File: src/rtl/roller_pkg.sv
// Shared types and constants for the roller-coaster checkpoint timing path.
package roller_pkg;

    localparam int N_CHECKPOINTS   = 5;
    localparam int LAST_CHECKPOINT = 4;
    localparam int CP_W            = 3;
    localparam int SPEED_W         = 9;
    localparam int DIV_W           = 24;

    typedef enum logic [2:0] {
        IDLE,
        TIMING,
        DIVIDE,
        DONE,
        FINISHED
    } state_t;

endpackage

File: src/rtl/ir_speed_meter_if.sv
// Sensor inputs and measurement results of the IR speed meter.
interface ir_speed_meter_if;
    import roller_pkg::*;

    logic                     i_enable;
    logic [N_CHECKPOINTS-1:0] i_ir_raw;
    logic [SPEED_W-1:0]       o_speed;
    logic                     o_speed_valid;
    logic [CP_W-1:0]          o_checkpoint;
    logic                     o_destination;
    logic                     o_timeout;
    logic                     o_seq_error;
    logic                     o_busy;

    modport master (
        output i_enable, i_ir_raw,
        input  o_speed, o_speed_valid, o_checkpoint, o_destination,
               o_timeout, o_seq_error, o_busy
    );

    modport slave (
        input  i_enable, i_ir_raw,
        output o_speed, o_speed_valid, o_checkpoint, o_destination,
               o_timeout, o_seq_error, o_busy
    );

endinterface

File: src/rtl/seq_divider.sv
// Restoring divider, one quotient bit per cycle, fixed W-cycle latency.
// done is high during the final iteration; quotient is valid from the next cycle.
module seq_divider
    import roller_pkg::*;
#(
    parameter int W = DIV_W
) (
    input  logic         clk,
    input  logic         rst_n,
    input  logic         start,
    input  logic         abort,
    input  logic [W-1:0] dividend,
    input  logic [W-1:0] divisor,
    output logic [W-1:0] quotient,
    output logic         done
);

    localparam int ITER_W = $clog2(W);

    logic [W-1:0]      rem;
    logic [W-1:0]      dsor;
    logic [ITER_W-1:0] iter;
    logic              busy;
    logic [W:0]        shifted;
    logic [W+1:0]      diff;

    assign shifted = {rem, quotient[W-1]};
    assign diff    = {1'b0, shifted} - {2'b00, dsor};
    assign done    = busy && (iter == ITER_W'(W - 1));

    // NOTE: state registers use non-blocking assignments so every flop samples pre-edge values.
    always_ff @(posedge clk or negedge rst_n) begin
        if (!rst_n) begin
            rem      <= '0;
            dsor     <= '0;
            quotient <= '0;
            iter     <= '0;
            busy     <= 1'b0;
        end else if (abort) begin
            busy <= 1'b0;
        end else if (start) begin
            rem      <= '0;
            dsor     <= divisor;
            quotient <= dividend;
            iter     <= '0;
            busy     <= 1'b1;
        end else if (busy) begin
            if (diff[W+1]) begin
                rem      <= W'(shifted);
                quotient <= {quotient[W-2:0], 1'b0};
            end else begin
                rem      <= W'(diff);
                quotient <= {quotient[W-2:0], 1'b1};
            end
            iter <= iter + ITER_W'(1);
            if (done) busy <= 1'b0;
        end
    end

endmodule

File: src/rtl/ir_speed_meter.sv
// Conditions the five IR checkpoint sensors, times each track segment and
// reports segment speed = SEG_DIST / elapsed ticks, saturated to SPEED_MAX.
module ir_speed_meter
    import roller_pkg::*;
#(
    parameter int                 TICK_DIV      = 50,
    parameter int                 CNT_W         = 16,
    parameter logic [DIV_W-1:0]   SEG_DIST      = 24'd3000,
    parameter int                 DEBOUNCE      = 4,
    parameter logic [CNT_W-1:0]   TIMEOUT_TICKS = 16'd60000,
    parameter logic [SPEED_W-1:0] SPEED_MAX     = 9'd511
) (
    input logic             i_clk,
    input logic             i_rst,
    ir_speed_meter_if.slave bus
);

    localparam int PRESC_W = (TICK_DIV > 1) ? $clog2(TICK_DIV) : 1;
    localparam int DB_W    = (DEBOUNCE > 1) ? $clog2(DEBOUNCE) : 1;

    logic [N_CHECKPOINTS-1:0] sync1, sync2, level, level_q, events, expected;
    logic [PRESC_W-1:0]       presc;
    logic [CNT_W-1:0]         elapsed;
    logic                     accept, dropped, div_start, div_done;
    logic [DIV_W-1:0]         div_divisor, quotient;

    state_t             state;
    logic [CP_W-1:0]    checkpoint, target;
    logic [SPEED_W-1:0] speed;
    logic               speed_valid, destination, timeout, seq_error, busy;

    always_ff @(posedge i_clk or negedge i_rst) begin
        if (!i_rst) begin
            sync1   <= '0;
            sync2   <= '0;
            level_q <= '0;
        end else begin
            sync1   <= bus.i_ir_raw;
            sync2   <= sync1;
            level_q <= level;
        end
    end

    for (genvar g = 0; g < N_CHECKPOINTS; g++) begin : g_debounce
        logic [DB_W-1:0] stable_cnt;
        logic            lvl;

        always_ff @(posedge i_clk or negedge i_rst) begin
            if (!i_rst) begin
                stable_cnt <= '0;
                lvl        <= 1'b0;
            end else if (sync2[g] == lvl) begin
                stable_cnt <= '0;
            end else if (stable_cnt == DB_W'(DEBOUNCE - 1)) begin
                stable_cnt <= '0;
                lvl        <= sync2[g];
            end else begin
                stable_cnt <= stable_cnt + DB_W'(1);
            end
        end

        assign level[g] = lvl;
    end

    assign events = level & ~level_q;

    // Segment timebase restarts on each accepted checkpoint and keeps running through the divide.
    always_ff @(posedge i_clk or negedge i_rst) begin
        if (!i_rst) begin
            presc   <= '0;
            elapsed <= '0;
        end else if (accept) begin
            presc   <= '0;
            elapsed <= '0;
        end else if (presc == PRESC_W'(TICK_DIV - 1)) begin
            presc <= '0;
            if (elapsed != '1) elapsed <= elapsed + CNT_W'(1);
        end else begin
            presc <= presc + PRESC_W'(1);
        end
    end

    // NOTE: every always_comb output gets a default first so no path can infer a latch.
    always_comb begin
        expected = '0;
        accept   = 1'b0;
        dropped  = 1'b0;
        case (state)
            IDLE, FINISHED: expected = N_CHECKPOINTS'(1);
            TIMING:         expected = N_CHECKPOINTS'(1) << (checkpoint + CP_W'(1));
            default:        expected = '0;
        endcase
        if (bus.i_enable) begin
            accept  = |(events & expected);
            dropped = |(events & ~expected);
        end
    end

    assign div_start   = (state == TIMING) && accept;
    assign div_divisor = (elapsed == '0) ? DIV_W'(1) : DIV_W'(elapsed);

    seq_divider #(.W(DIV_W)) u_divider (
        .clk      (i_clk),
        .rst_n    (i_rst),
        .start    (div_start),
        .abort    (!bus.i_enable),
        .dividend (SEG_DIST),
        .divisor  (div_divisor),
        .quotient (quotient),
        .done     (div_done)
    );

    always_ff @(posedge i_clk or negedge i_rst) begin
        if (!i_rst) begin
            state       <= IDLE;
            checkpoint  <= '0;
            target      <= '0;
            speed       <= '0;
            speed_valid <= 1'b0;
            destination <= 1'b0;
            timeout     <= 1'b0;
            seq_error   <= 1'b0;
            busy        <= 1'b0;
        end else begin
            speed_valid <= 1'b0;
            seq_error   <= dropped;
            if (!bus.i_enable) begin
                state <= IDLE;
                busy  <= 1'b0;
            end else begin
                case (state)
                    IDLE, FINISHED: if (accept) begin
                        checkpoint  <= '0;
                        timeout     <= 1'b0;
                        destination <= 1'b0;
                        state       <= TIMING;
                        busy        <= 1'b1;
                    end
                    TIMING: if (accept) begin
                        target <= checkpoint + CP_W'(1);
                        state  <= DIVIDE;
                    end else if (elapsed == TIMEOUT_TICKS) begin
                        timeout    <= 1'b1;
                        checkpoint <= '0;
                        state      <= IDLE;
                        busy       <= 1'b0;
                    end
                    DIVIDE: if (div_done) state <= DONE;
                    DONE: begin
                        speed       <= (quotient > DIV_W'(SPEED_MAX)) ? SPEED_MAX : SPEED_W'(quotient);
                        checkpoint  <= target;
                        speed_valid <= 1'b1;
                        if (target == CP_W'(LAST_CHECKPOINT)) begin
                            destination <= 1'b1;
                            state       <= FINISHED;
                            busy        <= 1'b0;
                        end else begin
                            state <= TIMING;
                        end
                    end
                    default: begin
                        state <= IDLE;
                        busy  <= 1'b0;
                    end
                endcase
            end
        end
    end

    assign bus.o_speed       = speed;
    assign bus.o_speed_valid = speed_valid;
    assign bus.o_checkpoint  = checkpoint;
    assign bus.o_destination = destination;
    assign bus.o_timeout     = timeout;
    assign bus.o_seq_error   = seq_error;
    assign bus.o_busy        = busy;

endmodule

File: src/flat_wrapper.sv
// flat-port wrapper written by rule: the top's interface ports become plain ports
module ir_speed_meter_flat import roller_pkg::*;
#(
    parameter int                 TICK_DIV      = 50,
    parameter int                 CNT_W         = 16,
    parameter logic [DIV_W-1:0]   SEG_DIST      = 24'd3000,
    parameter int                 DEBOUNCE      = 4,
    parameter logic [CNT_W-1:0]   TIMEOUT_TICKS = 16'd60000,
    parameter logic [SPEED_W-1:0] SPEED_MAX     = 9'd511
)
  (i_clk, i_rst, bus_i_enable, bus_i_ir_raw, bus_o_speed, bus_o_speed_valid, bus_o_checkpoint, bus_o_destination, bus_o_timeout, bus_o_seq_error, bus_o_busy);
  ir_speed_meter_if bus_i ();
  input logic i_clk;
  input logic i_rst;
  input wire logic [$bits(bus_i.i_enable)-1:0] bus_i_enable;
  input wire logic [$bits(bus_i.i_ir_raw)-1:0] bus_i_ir_raw;
  output wire logic [$bits(bus_i.o_speed)-1:0] bus_o_speed;
  output wire logic [$bits(bus_i.o_speed_valid)-1:0] bus_o_speed_valid;
  output wire logic [$bits(bus_i.o_checkpoint)-1:0] bus_o_checkpoint;
  output wire logic [$bits(bus_i.o_destination)-1:0] bus_o_destination;
  output wire logic [$bits(bus_i.o_timeout)-1:0] bus_o_timeout;
  output wire logic [$bits(bus_i.o_seq_error)-1:0] bus_o_seq_error;
  output wire logic [$bits(bus_i.o_busy)-1:0] bus_o_busy;
  assign bus_i.i_enable = bus_i_enable;
  assign bus_i.i_ir_raw = bus_i_ir_raw;
  assign bus_o_speed = bus_i.o_speed;
  assign bus_o_speed_valid = bus_i.o_speed_valid;
  assign bus_o_checkpoint = bus_i.o_checkpoint;
  assign bus_o_destination = bus_i.o_destination;
  assign bus_o_timeout = bus_i.o_timeout;
  assign bus_o_seq_error = bus_i.o_seq_error;
  assign bus_o_busy = bus_i.o_busy;
  ir_speed_meter #(.TICK_DIV(TICK_DIV), .CNT_W(CNT_W), .SEG_DIST(SEG_DIST), .DEBOUNCE(DEBOUNCE), .TIMEOUT_TICKS(TIMEOUT_TICKS), .SPEED_MAX(SPEED_MAX)) u_core (.i_clk(i_clk), .i_rst(i_rst), .bus(bus_i));
endmodule
File: config.mk
export PLATFORM = sky130hd
export DESIGN_NAME = ir_speed_meter_flat
export DESIGN_NICKNAME = d
export VERILOG_FILES = /design/src/rtl/roller_pkg.sv /design/src/rtl/ir_speed_meter_if.sv /design/src/rtl/seq_divider.sv /design/src/rtl/ir_speed_meter.sv /design/src/flat_wrapper.sv
export SDC_FILE = /design/constraint.sdc
export NUM_CORES = 1
export LEC_CHECK = 0
export ABC_AREA = 1
export CAP_MARGIN = 0
export CORE_MARGIN = 3
export CORE_UTILIZATION = 67
export CTS_CLUSTER_SIZE = 28
export DETAILED_ROUTE_END_ITERATION = 8
export PLACE_DENSITY = 0.9
export SKIP_LAST_GASP = 1
export SYNTH_ARGS = -nofsm -noshare
export SYNTH_HDL_FRONTEND = slang
export SYNTH_SLANG_ARGS = --single-unit
export TNS_END_PERCENT = 10
File: constraint.sdc
create_clock -name i_clk -period 3.7 [get_ports i_clk]
set_clock_uncertainty 0.05 [all_clocks]
set_input_delay 0.74 -clock i_clk [delete_from_list [all_inputs] [get_ports i_clk]]
set_output_delay 0.74 -clock i_clk [all_outputs]
set_load 0.03 [all_outputs]
; ---- Yosys cells after proc, flatten, opt, wreduce, memory -nomap -nowiden
; Index checks and enable logic that the tools add are counted.
[totals]
regBits = 153
inputBits = 8
out_inout_bits = 17
wordCells = 165
[classes]
add_sub_neg = 10
n_lt_le_gt_ge = 1
eq_ne = 30
shifts = 1
muxes = 56
bitwise_logic = 10
n_reduce_logical = 28
[ops]
columns = operator, n
row1 = 24-bit 2-to-1 mux, 5
row2 = 16-bit 2-to-1 mux, 4
row3 = 25-bit by 24-bit subtractor with 26-bit output, 1
row4 = "24-bit by 9-bit > comparator with 1-bit output, second input constant", 1
row5 = 3-bit 2-to-1 mux, 8
row6 = 2-bit 2-to-1 mux, 10
row7 = 1-bit 2-to-1 mux, 18
row8 = 2-bit AND reduction, 9
row9 = "16-bit by 1-bit adder with 16-bit output, second input constant", 1
row10 = "16-bit == test, second input constant", 1
row11 = 16-bit zero test, 1
row12 = "16-bit != test, second input constant", 1
row13 = 5-bit bitwise AND, 3
row14 = 5-bit AND reduction, 3
row15 = 6-bit 2-to-1 mux, 2
row16 = 3-bit one-hot mux with 4 select lines, 1
row17 = "2-bit by 1-bit adder with 2-bit output, second input constant", 5
row18 = "2-bit == test, second input constant", 5
row19 = 5-bit 2-to-1 mux, 2
row20 = 5-bit inverter, 2
row21 = 5-bit one-hot mux with 2 select lines, 1
row22 = 2-bit nonzero test, 5
row23 = 5-bit OR reduction, 2
row24 = 9-bit 2-to-1 mux, 1
row25 = 25 further kinds, 44

; ---- Longest topological paths before layout
; Gate-level depths: netlist of the first run.
[depth]
word_depth = 9
ltp_mapped = 16

; ---- Hierarchy
; From an unflattened synthesis of the first run, not the netlist that was laid out.
[hier_totals]
hier_cells = 1235
area_unflattened_um2 = 9272.6
[by_module_without_submodules]
columns = module, n_inst, cells_per_inst, area_per_inst_um2
row1 = seq_divider, 1, 804, 5475.3
row2 = ir_speed_meter, 1, 431, 3797.4

; ---- Worst setup path before layout of the first run
; Ideal clock, no wire load.
[synth_timing]
kind = flip-flop to flip-flop
startpoint = register u_core.checkpoint[0] (netlist: u_core.bus.o_checkpoint[0])
endpoint = register u_core.u_divider.quotient[7]
setup_time_ns = 0.132
arrival_ns = 1.923
setup_slack_ns = 1.596
path_stages_with_launch = 15
path_buffers = 1
synth_period_minus_slack_ns = 2.104
path_cell_list = dfrtp_1 ha_1 inv_1 nand2_1 nand2_1 inv_1 nand3_2 nand2_2 nor2_4 nand2_4 nand2_8 buf_2 nand2_1 nand2_1 o21ai_0
[synth_between]
elab_chain_cells = 9
elab_cells_between_ends = 10
cone_classes = add/sub (1) / shift (1) / mux (3) / bitwise (1) / reduce/logical (4)
[synth_rtl]
columns = item, line_no
row1 = from (decl), ir_speed_meter.sv:28  ; logic [CP_W-1:0] checkpoint, target;
row2 = from (signal assigned), ir_speed_meter.sv:151  ; checkpoint <= target;
row3 = 3-bit by 1-bit adder with 3-bit output (*), ir_speed_meter.sv:90  ; TIMING: expected = N_CHECKPOINTS'(1) << (checkpoint + CP_W'(1));
row4 = 1-bit by 3-bit left shift with 5-bit output (*), ir_speed_meter.sv:90
row5 = 5-bit one-hot mux with 2 select lines (*), ir_speed_meter.sv:88  ; case (state)
row6 = 5-bit bitwise AND (*), ir_speed_meter.sv:94  ; accept = |(events & expected);
row7 = 5-bit OR reduction (*), ir_speed_meter.sv:94
row8 = 1-bit 2-to-1 mux (*), ir_speed_meter.sv:93  ; if (bus.i_enable) begin
row9 = 1-bit logical AND (*), ir_speed_meter.sv:99  ; assign div_start = (state == TIMING) && accept;
row10 = 2-bit nonzero test (no source line), --
row11 = 2-bit AND reduction (no source line), --
row12 = to (signal assigned), seq_divider.sv:44  ; quotient <= dividend;
row13 = to (signal assigned), seq_divider.sv:50  ; quotient <= {quotient[W-2:0], 1'b0};
row14 = to (signal assigned), seq_divider.sv:53  ; quotient <= {quotient[W-2:0], 1'b1};
row15 = to (decl), seq_divider.sv:14  ; output logic [W-1:0] quotient,
; Mark *: on every way between the ends. The rest lies on a longest branch, timed or not.
; A chain may end at the register's enable or synchronous reset.

; ---- Worst setup path after layout of the first run
[layout_timing]
startpoint = input bus_i_enable
endpoint = register u_core.destination (netlist: u_core.bus.o_destination)
[layout_between]
elab_chain_cells = 3
[layout_rtl]
columns = item, line_no
row1 = from (decl), flat_wrapper.sv:15  ; input wire logic [$bits(bus_i.i_enable)-1:0] bus_i_enable;
row2 = 1-bit 2-to-1 mux, ir_speed_meter.sv:93
row3 = 2-bit by 1-bit != test with 1-bit output (no source line), --
row4 = 4-bit AND reduction (no source line) (*), --
row5 = to (signal assigned), ir_speed_meter.sv:120  ; destination <= 1'b0;
row6 = to (signal assigned), ir_speed_meter.sv:135  ; destination <= 1'b0;
row7 = to (signal assigned), ir_speed_meter.sv:154  ; destination <= 1'b1;
row8 = to (decl), ir_speed_meter.sv:30  ; logic speed_valid, destination, timeout, seq_error, busy;
; Marks and branches as above.

==> qor.csv, run 1 <==
metric,value,unit
status,completed,
post-synthesis sequential area ratio,0.457,
DP Worst Slack,0.637,ns
area of the multi-input gates,0.00363,mm²
Critical Path Source Type,input pin,
Critical Path Stages,8,
"Primary FF master, synth",dfrtp_1,
DR DRC count,0,
FP Rows,39,
hold_buf cts,0,
first-pass GRT wire length,29700,µm
share of layout cells above drive strength 1,0.0768,
fill count,733,
worst path bufs/invs,2,
DR vias,6634,
Pins Over Slew Limit,0,
max cap viols,0,
reg2reg end,u_core.u_divider.rem[21],
Setup crit start,bus_i_enable,
RePlAce Congestion,0.999,
CTS Root Cell,clkbuf_16,
TritonCTS clock tree,built,
diode count,0,
Crit Reg-Reg Startpoint,u_core.bus.o_checkpoint[0],
Fin Setup TNS,0,ns
initial antenna violation count,0,
worst path required time,3.97,ns
Overall Global Routing Usage,0.280,
worst vdd ir,0.000626,V
Nets,1043,
Syn Nets,1019,
"Cell Area, Synth",0.00795,mm²
Die Y-Extent,115,µm
CP Capture Type,flop,
Final Instance Area,0.00881,mm²
Syn Area/Cell,8.12,µm²
Slew headroom,0.578,
WL/cell,15.1,µm
Ys Warns,0,
DP Area,0.00822,mm²
num ports,25,
CP max stage delay,0.68,ns
post-CTS setup buffers,0,
r2r setup slk,1.12,ns
Die W,115,µm
H-Tree Depth,4,
CP max FO,11,
Setup CP Type,in2reg,
"most common cell after layout, fill and taps aside",nand2_1,
Max Clk Rate,0.371,GHz
post-route ant nets,0,
Sequential cell area,0.00363,mm²
Worst R2R Path Depth,14,
largest net degree at the start of global routing,72,
Cells after Synth,979,
Least-Margin Pin Slew,0.632,ns
Max Root-Sink Buffers,2,
Worst-path clk slew,0.07,ns
"Worst Setup Slack, final",1.01,ns
P&R area growth vs syn,10.9,%
TritonCTS Buffers,17,
post_cts resized,0,
number of synthesized flops with an enable pin,0,
WL final,17500,µm
# clock sinks,145,
worst hold path class,in2async,
vias in the first global route,6378,
CP top delay family,buffers and inverters,
share of flip-flops with an asynchronous set or reset,1.00,
final setup violating endpoints,0,
period utilization,0.728,
initial DRC count,819,
final hold vios,0,
Die ar.,0.0132,mm²
core area,0.0115,mm²
I/O Buffers,24,
Leak Pwr,4.41,nW
"Slowest-stage cell, CP",clkdlybuf4s50_1,
Clock Latency Late Sink,0.43,ns
"Distinct cells, synth",47,
fin crit period,2.69,ns
"critical path, cell by cell","clkdlybuf4s50_1, nand3_1, nor2_1, clkinv_1, nor2_1, o21ai_0, nand2_1, nand2_1",
Detail Placement HPWL,11400,µm
DRT Pass-1 Iters,6,
Avg Vias per Cell,5.72,
RSZ-0062 raised after global routing,false,
initial core utilization,0.690,
GRT overflow,0,
Yosys reg bits,145,
Worst Path Arrival,2.96,ns
PwrDens,885,mW/mm²
"commonest non-fill, non-tap cells in the layout","nand2_1, dfrtp_1, inv_1",
==> state kept, by name, indices dropped and copies added (netlist names), 3 cells and up <==
name                          flops
u_core.bus.o_checkpoint           3
u_core.bus.o_speed                9
u_core.elapsed                   16
u_core.g_debounce.lvl             5
u_core.g_debounce.stable_cnt     10
u_core.level_q                    5
u_core.presc                      6
u_core.state                      3
u_core.sync1                      5
u_core.sync2                      5
u_core.target                     3
u_core.u_divider.dsor            16
u_core.u_divider.iter             5
u_core.u_divider.quotient        24
u_core.u_divider.rem             24
==> cells in the mapped netlist (3+ instances only) <==
library cell / n / area, µm²
nand2_8: 3 / 60.1
buf_2: 5 / 25.0
inv_4: 4 / 25.0
inv_1: 126 / 473
nor2_1: 88 / 330
nor4_1: 7 / 43.8
nor3_1: 13 / 65.1
nand2_2: 5 / 31.3
nand3_1: 50 / 250
nand3_2: 8 / 80.1
nand3b_1: 6 / 45.0
dfrtp_1: 145 / 3630
nor3b_1: 3 / 22.5
clkbuf_1: 3 / 11.3
o211ai_2: 3 / 37.5
xnor2_1: 14 / 123
a21oi_2: 4 / 35.0
ha_1: 31 / 388
buf_4: 5 / 37.5
nand2_4: 4 / 45.0
xor2_1: 11 / 96.3
a21oi_1: 30 / 150
buf_6: 9 / 101
o21ai_1: 5 / 25.0
nand2_1: 256 / 961
o21ai_0: 76 / 380
nand4_1: 28 / 175
o22ai_1: 15 / 93.8
==> layer usage <==
metal,GRT usage,up-vias,share of wire
li1,-,3224,-
met1,0.363,3098,0.43
met2,0.461,258,0.50
met3,0.0642,54,0.052
met4,0.111,0,0.026
met5,0,-,0
==> stage by stage <==
step / power [mW] / hold WS [ns] / instances / utilization
5_1_grt: 8.39 / 0.306 / 1159 / 0.765
6_report: 7.80 / 0.262 / 1159 / 0.765
3_3_place_gp: 5.82 / 0.282 / 1127 / 0.713
2_1_floorplan: 5.20 / 0.281 / 979 / -
3_5_place_dp: 5.93 / 0.285 / 1127 / 0.713
4_1_cts: 7.74 / 0.286 / 1159 / 0.765
==> cell families after synthesis <==
logic type / share of synthesized area
flops: 0.457
fa+ha+maj: 0.0513
buf+inv: 0.0861
compound gates: 0.100
simple gates: 0.277
mux: 0.00142
xor+xnor: 0.0276
==> power by group <==
part / total [mW] / leakage (nW) / switching, mW / internal [mW]
clock network: 1.73 / 0.293 / 0.747 / 0.980
registers: 2.41 / 1.88 / 0.356 / 2.05
logic: 3.66 / 2.23 / 2.41 / 1.26
==> area by class of cell <==
cell class / count / share of cell area
clock buffers: 18 / 0.0498
clock inverters: 14 / 0.0182
inverters: 133 / 0.0578
multi-input cells: 679 / 0.412
flip-flops and latches: 145 / 0.412
well taps: 143 / 0.0203
repair buffers: 27 / 0.0300
==> worst max-delay path by stage <==
stage                              endpoint
2_1_floorplan  u_core.u_divider.quotient[7]
3_3_place_gp       u_core.u_divider.rem[16]
3_5_place_dp       u_core.bus.o_destination
4_1_cts            u_core.bus.o_destination
5_1_grt            u_core.bus.o_destination
6_report           u_core.bus.o_destination
Note: power is estimated with default switching activity, not from simulation.
==> inputs of run 2 (changes only) <==
Settings changed: CORE_UTILIZATION 67 to 62, PLACE_DENSITY 0.9 to 0.84.
Clock period 3.7 ns to 2.5 ns, I/O delays scaled along.
==> qor.csv, run 2 (same netlist as run 1, synthesis figures left out) <==
metric,value,unit
RePlAce Congestion,0.931,
max cap viols,0,
CP max FO,25,
initial core utilization,0.648,
Final Instance Area,0.00898,mm²
FP Rows,40,
worst hold path class,in2async,
fin crit period,2.34,ns
Max Clk Rate,0.427,GHz
first-pass GRT wire length,30500,µm
Least-Margin Pin Slew,0.586,ns
Clock Latency Late Sink,0.44,ns
worst vdd ir,0.000762,V
Finished Core Util,0.732,
DR vias,6714,
Die Y-Extent,119,µm
final setup violating endpoints,0,
largest net degree at the start of global routing,62,
core area,0.0123,mm²
Fin Setup TNS,0,ns
P&R area growth vs syn,12.9,%
Critical Path Source Type,flop,
"commonest non-fill, non-tap cells in the layout","nand2_1, dfrtp_1, inv_1",
CP Capture Type,flop,
# clock sinks,145,
num ports,25,
WL/cell,15.0,µm
Nets,1051,
Detail Placement HPWL,12100,µm
diode count,0,
DRT Pass-1 Iters,5,
Pwr Total,11.7,mW
I/O Buffers,24,
Die ar.,0.0142,mm²
"most common cell after layout, fill and taps aside",nand2_1,
Max Root-Sink Buffers,2,
worst path required time,2.81,ns
post_cts resized,0,
PwrDens,1300,mW/mm²
initial DRC count,587,
Leak Pwr,4.45,nW
Avg Vias per Cell,5.63,
vias in the first global route,6563,
Setup CP Type,reg2reg,
Slew headroom,0.609,
failing checks,hold timing,
period utilization,0.936,
H-Tree Depth,4,
WL final,17900,µm
post-CTS setup buffers,0,
status,finished with violations,
hold slack final,-0.0165,ns
hold_buf cts,0,
Die W,119,µm
Top Registers,"u_core.u_divider.quotient: 24 flops, u_core.u_divider.rem: 24 flops",
share of layout cells above drive strength 1,0.0869,
DP Area,0.00833,mm²
Pins Over Slew Limit,0,
Worst Path Arrival,2.65,ns
RSZ-0062 raised after global routing,true,
post-route ant nets,0,
Worst-path clk slew,0.07,ns
CTS Root Cell,clkbuf_16,
DR DRC count,0,
GRT overflow,0,
final hold vios,6,
initial antenna violation count,0,
Overall Global Routing Usage,0.265,
TritonCTS Buffers,17,
TritonCTS clock tree,built,
[run 2: cell count changes in the layout (fill, tap and decap cells not counted), sizes merged]
cell,before,now
clkinvlp,1,2
buf,4,12
clkbuf,18,17
clkinv,3,5
inv,142,140
[run 2: layout make-up]
| type | instances | area [µm²] |
|---|---|---|
| Clock buffer | 17 | 425 |
| Clock inverter | 15 | 170 |
| Fill cell | 902 | 3290 |
| Inverter | 133 | 522 |
| Multi-Input combinational cell | 679 | 3670 |
| Sequential cell | 145 | 3630 |
| Tap cell | 168 | 210 |
| Timing Repair Buffer | 35 | 349 |
[run 2: path summary, 6_finish.rpt]
path	startpoint	endpoint	slack [ns]	depth (start not counted)
setup reg to reg	u_core.bus.o_checkpoint[1]	u_core.u_divider.rem[21]	0.16	14
hold reg to reg	u_core.sync1[4]	u_core.sync2[4]	0.30	0
max in group asynchronous	i_rst	u_core.bus.o_seq_error	1.80	2
min in group i_clk	u_core.sync1[4]	u_core.sync2[4]	0.30	0
setup / recovery	u_core.bus.o_checkpoint[1]	u_core.u_divider.rem[21]	0.16	14
hold / removal	i_rst	u_core.u_divider.rem[19]	-0.02	1
[run 2: power breakdown]
group	internal (mW)	total, mW	switching [mW]	leakage, nW
logic	1.92	5.56	3.63	2.28
registers	3.04	3.57	0.531	1.88
clock network	1.42	2.55	1.13	0.287
[run 2: critical path, stage by stage, from the launching register on]
cell     delay (ns)
dfrtp_1        0.45
ha_1           0.23
inv_1          0.05
nand2_1        0.04
nand2_1        0.17
inv_1          0.12
nand3_2        0.09
nand2_2        0.06
nor2_4         0.14
nand2_4        0.12
nand2_8        0.16
nand2_8        0.15
inv_8          0.21
nand3_1        0.11
o21ai_0        0.08
[run 2: metrics by stage]
stage / setup slack, ns / instances
after global routing: -0.0797 / 1192
final: 0.160 / 1192
after CTS: 0.00421 / 1192
after floorplan: 0.396 / 979
after detailed placement: 0.0402 / 1160
after global placement: 0.0758 / 1160
[run 2: metal layers]
| layer | global-route usage | wire (µm) | up-vias |
|---|---|---|---|
| met1 | 0.332 | 7780 | 3210 |
| met4 | 0.104 | 382 | 0 |
| met3 | 0.0532 | 820 | 36 |
| met5 | 0 | 0 | - |
| li1 | - | - | 3250 |
| met2 | 0.452 | 8890 | 218 |
